[src/rtl/sipo_pkg.sv]
// Shared helpers for the SIPO packer: pack order, beat-to-slot mapping and keep-mask update.
package sipo_pkg;

    typedef enum logic {
        LSB_FIRST = 1'b0,
        MSB_FIRST = 1'b1
    } pack_order_e;

    // Upper bound on MAX_NUM supported by the keep-mask helper.
    localparam int unsigned MAX_SLOTS = 32;

    function automatic int unsigned slot_idx(
        input int unsigned cnt,
        input int unsigned max_num,
        input pack_order_e order
    );
        return (order == MSB_FIRST) ? (max_num - 1 - cnt) : cnt;
    endfunction

    function automatic logic [MAX_SLOTS-1:0] keep_set(
        input logic [MAX_SLOTS-1:0] keep,
        input int unsigned          slot
    );
        return keep | (MAX_SLOTS'(1) << slot);
    endfunction

endpackage

[src/rtl/sipo_packer_if.sv]
// Narrow-in / wide-out stream bundle for the SIPO packer; slave is the packer side.
interface sipo_packer_if #(
    parameter int WIDTH   = 8,
    parameter int MAX_NUM = 4
);
    logic [WIDTH-1:0]         s_data;
    logic                     s_valid;
    logic                     s_last;
    logic                     s_ready;
    logic [WIDTH*MAX_NUM-1:0] m_data;
    logic [MAX_NUM-1:0]       m_keep;
    logic                     m_last;
    logic                     m_valid;
    logic                     m_ready;

    modport slave (
        input  s_data, s_valid, s_last, m_ready,
        output s_ready, m_data, m_keep, m_last, m_valid
    );

    modport master (
        output s_data, s_valid, s_last, m_ready,
        input  s_ready, m_data, m_keep, m_last, m_valid
    );
endinterface

[src/rtl/sipo_out_slice.sv]
// Output holding register: captures a payload on load and keeps it until the consumer takes it.
module sipo_out_slice #(
    parameter int PAYLOAD_W = 8
) (
    input  logic                 clk,
    input  logic                 rst,
    input  logic                 i_load,
    input  logic                 i_ready,
    input  logic [PAYLOAD_W-1:0] i_data,
    output logic                 o_valid,
    output logic [PAYLOAD_W-1:0] o_data
);
    logic                 r_valid;
    logic [PAYLOAD_W-1:0] r_data;

    // Load wins over consume so a word accepted on the same edge as a new one is replaced.
    always_ff @(posedge clk) begin
        if (rst) begin
            r_valid <= 1'b0;
            r_data  <= '0;
        end else if (i_load) begin
            r_valid <= 1'b1;
            r_data  <= i_data;
        end else if (i_ready) begin
            r_valid <= 1'b0;
        end
    end

    assign o_valid = r_valid;
    assign o_data  = r_data;
endmodule

[src/rtl/sipo_packer.sv]
// Serial-to-parallel packer: gathers up to MAX_NUM beats into one word, closing early on s_last.
module sipo_packer #(
    parameter int WIDTH     = 8,
    parameter int MAX_NUM   = 4,
    parameter bit MSB_FIRST = 1'b0
) (
    input  logic         clk,
    input  logic         rst,
    sipo_packer_if.slave bus
);
    import sipo_pkg::*;

    localparam int PW = WIDTH * MAX_NUM;
    localparam int CW = $clog2(MAX_NUM);
    localparam logic [CW-1:0] LAST_CNT = CW'(MAX_NUM - 1);
    localparam pack_order_e ORDER = pack_order_e'(MSB_FIRST);

    logic [PW-1:0]        r_acc;
    logic [MAX_NUM-1:0]   r_keep;
    logic [CW-1:0]        r_cnt;
    logic [CW-1:0]        w_slot;
    logic [PW-1:0]        w_accNext;
    logic [MAX_NUM-1:0]   w_keepNext;
    logic                 w_sReady;
    logic                 w_beat;
    logic                 w_complete;
    logic                 w_outValid;
    logic [PW+MAX_NUM:0]  w_outWord;

    // Ready ignores cnt so any accepted beat may safely be the one that completes a word.
    assign w_sReady   = !rst && (!w_outValid || bus.m_ready);
    assign w_beat     = bus.s_valid && w_sReady;
    assign w_complete = w_beat && (bus.s_last || (r_cnt == LAST_CNT));
    assign w_slot     = CW'(slot_idx(32'(r_cnt), 32'(MAX_NUM), ORDER));

    always_comb begin
        w_accNext = r_acc;
        w_accNext[int'(w_slot) * WIDTH +: WIDTH] = bus.s_data;
        w_keepNext = MAX_NUM'(keep_set(MAX_SLOTS'(r_keep), 32'(w_slot)));
    end

    always_ff @(posedge clk) begin
        if (rst || w_complete) begin
            r_acc  <= '0;
            r_keep <= '0;
            r_cnt  <= '0;
        end else if (w_beat) begin
            r_acc  <= w_accNext;
            r_keep <= w_keepNext;
            r_cnt  <= r_cnt + CW'(1);
        end
    end

    sipo_out_slice #(
        .PAYLOAD_W(PW + MAX_NUM + 1)
    ) u_out (
        .clk     (clk),
        .rst     (rst),
        .i_load  (w_complete),
        .i_ready (bus.m_ready),
        .i_data  ({bus.s_last, w_keepNext, w_accNext}),
        .o_valid (w_outValid),
        .o_data  (w_outWord)
    );

    assign bus.s_ready = w_sReady;
    assign bus.m_valid = w_outValid;
    assign bus.m_data  = w_outWord[PW-1:0];
    assign bus.m_keep  = w_outWord[PW +: MAX_NUM];
    assign bus.m_last  = w_outWord[PW + MAX_NUM];
endmodule

[src/flat_wrapper.sv]
// flat-port wrapper written by rule: the top's interface ports become plain ports
module sipo_packer_flat import sipo_pkg::*;
#(
    parameter int WIDTH     = 8,
    parameter int MAX_NUM   = 4,
    parameter bit MSB_FIRST = 1'b0
)
  (clk, rst, bus_s_data, bus_s_valid, bus_s_last, bus_m_ready, bus_s_ready, bus_m_data, bus_m_keep, bus_m_last, bus_m_valid);
  sipo_packer_if #(.WIDTH(WIDTH), .MAX_NUM(MAX_NUM)) bus_i ();
  input  logic clk;
  input  logic rst;
  input wire logic [$bits(bus_i.s_data)-1:0] bus_s_data;
  input wire logic [$bits(bus_i.s_valid)-1:0] bus_s_valid;
  input wire logic [$bits(bus_i.s_last)-1:0] bus_s_last;
  input wire logic [$bits(bus_i.m_ready)-1:0] bus_m_ready;
  output wire logic [$bits(bus_i.s_ready)-1:0] bus_s_ready;
  output wire logic [$bits(bus_i.m_data)-1:0] bus_m_data;
  output wire logic [$bits(bus_i.m_keep)-1:0] bus_m_keep;
  output wire logic [$bits(bus_i.m_last)-1:0] bus_m_last;
  output wire logic [$bits(bus_i.m_valid)-1:0] bus_m_valid;
  assign bus_i.s_data = bus_s_data;
  assign bus_i.s_valid = bus_s_valid;
  assign bus_i.s_last = bus_s_last;
  assign bus_i.m_ready = bus_m_ready;
  assign bus_s_ready = bus_i.s_ready;
  assign bus_m_data = bus_i.m_data;
  assign bus_m_keep = bus_i.m_keep;
  assign bus_m_last = bus_i.m_last;
  assign bus_m_valid = bus_i.m_valid;
  sipo_packer #(.WIDTH(WIDTH), .MAX_NUM(MAX_NUM), .MSB_FIRST(MSB_FIRST)) u_core (.clk(clk), .rst(rst), .bus(bus_i));
endmodule
[config.mk]
export PLATFORM = sky130hd
export DESIGN_NAME = sipo_packer_flat
export DESIGN_NICKNAME = d
export VERILOG_FILES = /design/src/rtl/sipo_pkg.sv /design/src/rtl/sipo_packer_if.sv /design/src/rtl/sipo_out_slice.sv /design/src/rtl/sipo_packer.sv /design/src/flat_wrapper.sv
export SDC_FILE = /design/constraint.sdc
export NUM_CORES = 1
export LEC_CHECK = 0
export ABC_AREA = 0
export CORE_AREA = 2 2 109 111
export DETAILED_ROUTE_END_ITERATION = 8
export DIE_AREA = 0 0 111 113
export PLACE_DENSITY = 0.56
export SLEW_MARGIN = 0
export SYNTH_ARGS = -nofsm -noshare
export SYNTH_HDL_FRONTEND = slang
export SYNTH_SLANG_ARGS = --single-unit
[constraint.sdc]
create_clock -name clk -period 3 [get_ports clk]
set_clock_uncertainty 0.1 [all_clocks]
set_input_delay 0.6 -clock clk [delete_from_list [all_inputs] [get_ports clk]]
set_output_delay 0.6 -clock clk [all_outputs]
set_load 0.01 [all_outputs]
==> reports/metrics.csv <==
stage,metric,value,unit
sta,hold_ws,355.7,ps
sta,min_period,2666,ps
power_and_ir_drop,ir_drop,0.0003643,V
yosys,synth_top_cell_area_share,49.25,%
power_and_ir_drop,switching_share,23.51,%
critical_path,max_stage_delay,570,ps
global_routing,busiest_layer,met2,
die,rows,39,
placement,dp_hpwl,5.757,mm
routing,detail-route-antenna-nets,0,
clock_network,clk_latency,330,ps
clock_network,cts_buffers,9,
sta,fmax,375.1,MHz
sta,tightestPinTransition,559.7,ps
power_and_ir_drop,power.net_switching,577.3,uW
routing,vias,2779,
power_and_ir_drop,pwr-share-seq,43.1,%
yosys,synth_area,3089,um2
yosys,async_reset_ff_share,0,%
clock_network,cts_hold_buf,0,
die,io_pins,52,
yosys,synth_mux_area_share,0,%
yosys,synth_area_per_cell,9.033,um2
yosys,ys_types,29,
die,initial_utilization,27.41,%
critical_path,worstPathMaxFanout,2,
flow_run,cap_violations,0,
critical_path,worstPathCellList,clkdlybuf4s50_1 -> nand2b_1 -> nor2b_1 -> clkdlybuf4s50_1,
yosys,syn_nets,363,
global_routing,grtUsageMet2,21.84,%
yosys,synthFlopType,dfxtp_1,
outcome,status,finished clean,
critical_path,required,2300,ps
routing,drt_iter0_markers,194,
yosys,ys_seq_area_share,49.25,%
routing,drtPass1Iterations,5,
sta,rsz0062_at_grt,no,
final_layout,final_common_cell,dfxtp_1,
power_and_ir_drop,power_leakage,0.001420,uW
global_routing,use_met1,18.50,%
yosys,synth-xor-area-share,0.2835,%
final_layout,synthToLayoutAreaGrowth,31.39,%
yosys,yosys.area.top_type,dfxtp_1,
final_layout,final_layout_size_suffix_gt1_share,9.769,%
critical_path,cp.arrival,1970,ps
critical_path,crit_path_end_kind,output port,
global_routing,antenna_found_initial,0,
placement,io_buffers,51,
global_routing,grt_start_max_net_pins,30,
placement,place_area,3742,um2
clock_network,htreeDepth,3,
final_layout,diodes,0,
die,die_area,12540,um2
final_layout,final_cell_area,4059,um2
yosys,ys_seq_elements,76,
final_layout,layout.nets,405,
critical_path,cpMostUsedCell,clkdlybuf4s50_1,
yosys,synthTopCellsByArea,"dfxtp_1 (49%), nor2_1 (8.7%), a221oi_1 (7.9%)",
yosys,synth_edf_count,0,
global_routing,grt_pass1_wl,13.65,mm
power_and_ir_drop,internal_power,1878,uW
global_routing,gr-total-overflow,0,
routing,drt-vias-per-instance,5.224,
sta,hold_violations,0,
critical_path,path_class,input port to output port,
yosys,synth_fa_ha_area_share,3.240,%
die,core_area,11270,um2
global_routing,grt_use_total,13.69,%
clock_network,clkSinkCount,76,
critical_path,critPathLaunchType,input port,
power_and_ir_drop,clkPwrFrac,46.3,%
yosys,synth_top_family_by_area,simple AND/OR/NAND/NOR gates,
die,die_w,111,um
clock_network,cts_max_path_buffers,2,
global_routing,grtUsageMet3,3.535,%
clock_network,path_clk_slew,60,ps
clock_network,cts_root_buffer,clkbuf_16,
clock_network,post_cts_buffers,0,
yosys,syn_inst,342,
power_and_ir_drop,powerDensity,604.9,nW/um2
yosys,yosysWarnings,0,
yosys,synthSimpleGateAreaFrac,22.11,%
placement,gp_congestion,0.7848,
yosys,synth-compound-area-share,19.28,%
final_layout,layout_common_cells,"dfxtp_1 (76), nor2_1 (72), clkdlybuf4s50_1 (51)",
die,chipHeight,113,um
clock_network,cts_tree,built,
routing,routed_wl,8.578,mm
routing,drc_errors,0,
sta,finalCritPeriodShare,88.86,%
power_and_ir_drop,combPwrFrac,10.6,%
hold_path,hold_class,flip-flop to flip-flop,
sta,tns,0,ps
sta,slew_headroom,62.57,%
routing,wl_per_cell,16.12,um
sta,setup_violations,0,
global_routing,grt_pass1_vias,2565,
sta,slew_viol_final,0,
critical_path,cp_slowest_cell,clkdlybuf4s50_1,
clock_network,post_cts_resized,0,
[path summary, 6_finish.rpt]
check	start	endpoint	slack (ps)	cells past startpoint
min	u_core.r_acc[26]$_SDFFE_PP0P_	u_core.r_acc[26]$_SDFFE_PP0P_	360	2
max reg2reg	u_core.r_cnt[1]$_SDFFE_PP0P_	u_core.u_out.o_data[18]$_SDFFE_PP0P_	620	6
max	bus_m_ready	bus_s_ready	330	4
min reg2reg	u_core.r_acc[26]$_SDFFE_PP0P_	u_core.r_acc[26]$_SDFFE_PP0P_	360	2
[state kept, by name, summed over array words and instances, names as in the netlist]
register              cells
u_core.r_acc             32
u_core.r_cnt              2
u_core.r_keep             4
u_core.u_out.o_data      37
u_core.u_out.o_valid      1
[metal layers]
layer / vias up / share of wire [%]
li1: 1338 / -
met1: 1325 / 45
met2: 106 / 47
met3: 10 / 7.2
met4: 0 / 1.2
met5: - / 0
[stage by stage]
step	total power [uW]	worst slack [ps]	utilization [%]	instances
finish	2455	334.3	36.01	532
global route	2550	281.7	36.01	532
CTS	2478	289.3	36.01	532
detailed placement	1342	311.1	33.20	516
global placement	1336	281.0	33.20	516
floorplan	1223	789.7	-	342
[worst max-delay path, delay by kind of cell]
family                 cells  cell delay, ps
AND/OR/NAND/NOR            2             350
buffers and inverters      2            1020
[cell families (layout without fill, tap and decap cells)]
| kind of cell | Yosys count | after routing |
|---|---|---|
| simple gates | 142 | 142 |
| flops | 76 | 76 |
| compound gates | 74 | 74 |
| buf+inv | 41 | 88 |
| fa+ha+maj | 8 | 8 |
| xor+xnor | 1 | 1 |
[synth_stat cells (2+ instances only)]
library cell	count
a21oi_1	11
a221oi_1	28
a22oi_1	9
a311oi_1	5
a32oi_1	20
and3_1	2
buf_2	15
clkbuf_1	18
clkinv_1	2
dfxtp_1	76
ha_1	8
inv_1	5
nand2_1	9
nand3_1	10
nand4_1	4
nor2_1	72
nor2b_1	2
nor3_1	34
nor3b_4	2
[power by group through the flow]
stage	combinational (uW)	sequential (uW)	clock (uW)
4_1_cts	262	1060	1160
3_5_place_dp	261	1080	0
5_1_grt	284	1060	1200
6_report	260	1060	1140
2_1_floorplan	131	1090	0
3_3_place_gp	256	1080	0
[final cells by class]
class                      count  area [um2]
clock inverter                 7       91.34
tap                          143       178.9
clock buffer                   9       225.2
timing repair buffer          65       628.1
fill                        1152        7213
sequential                    76        1521
multi-input combinational    225        1388
inverter                       7       26.28
Note: power is estimated with default switching activity, not from simulation.
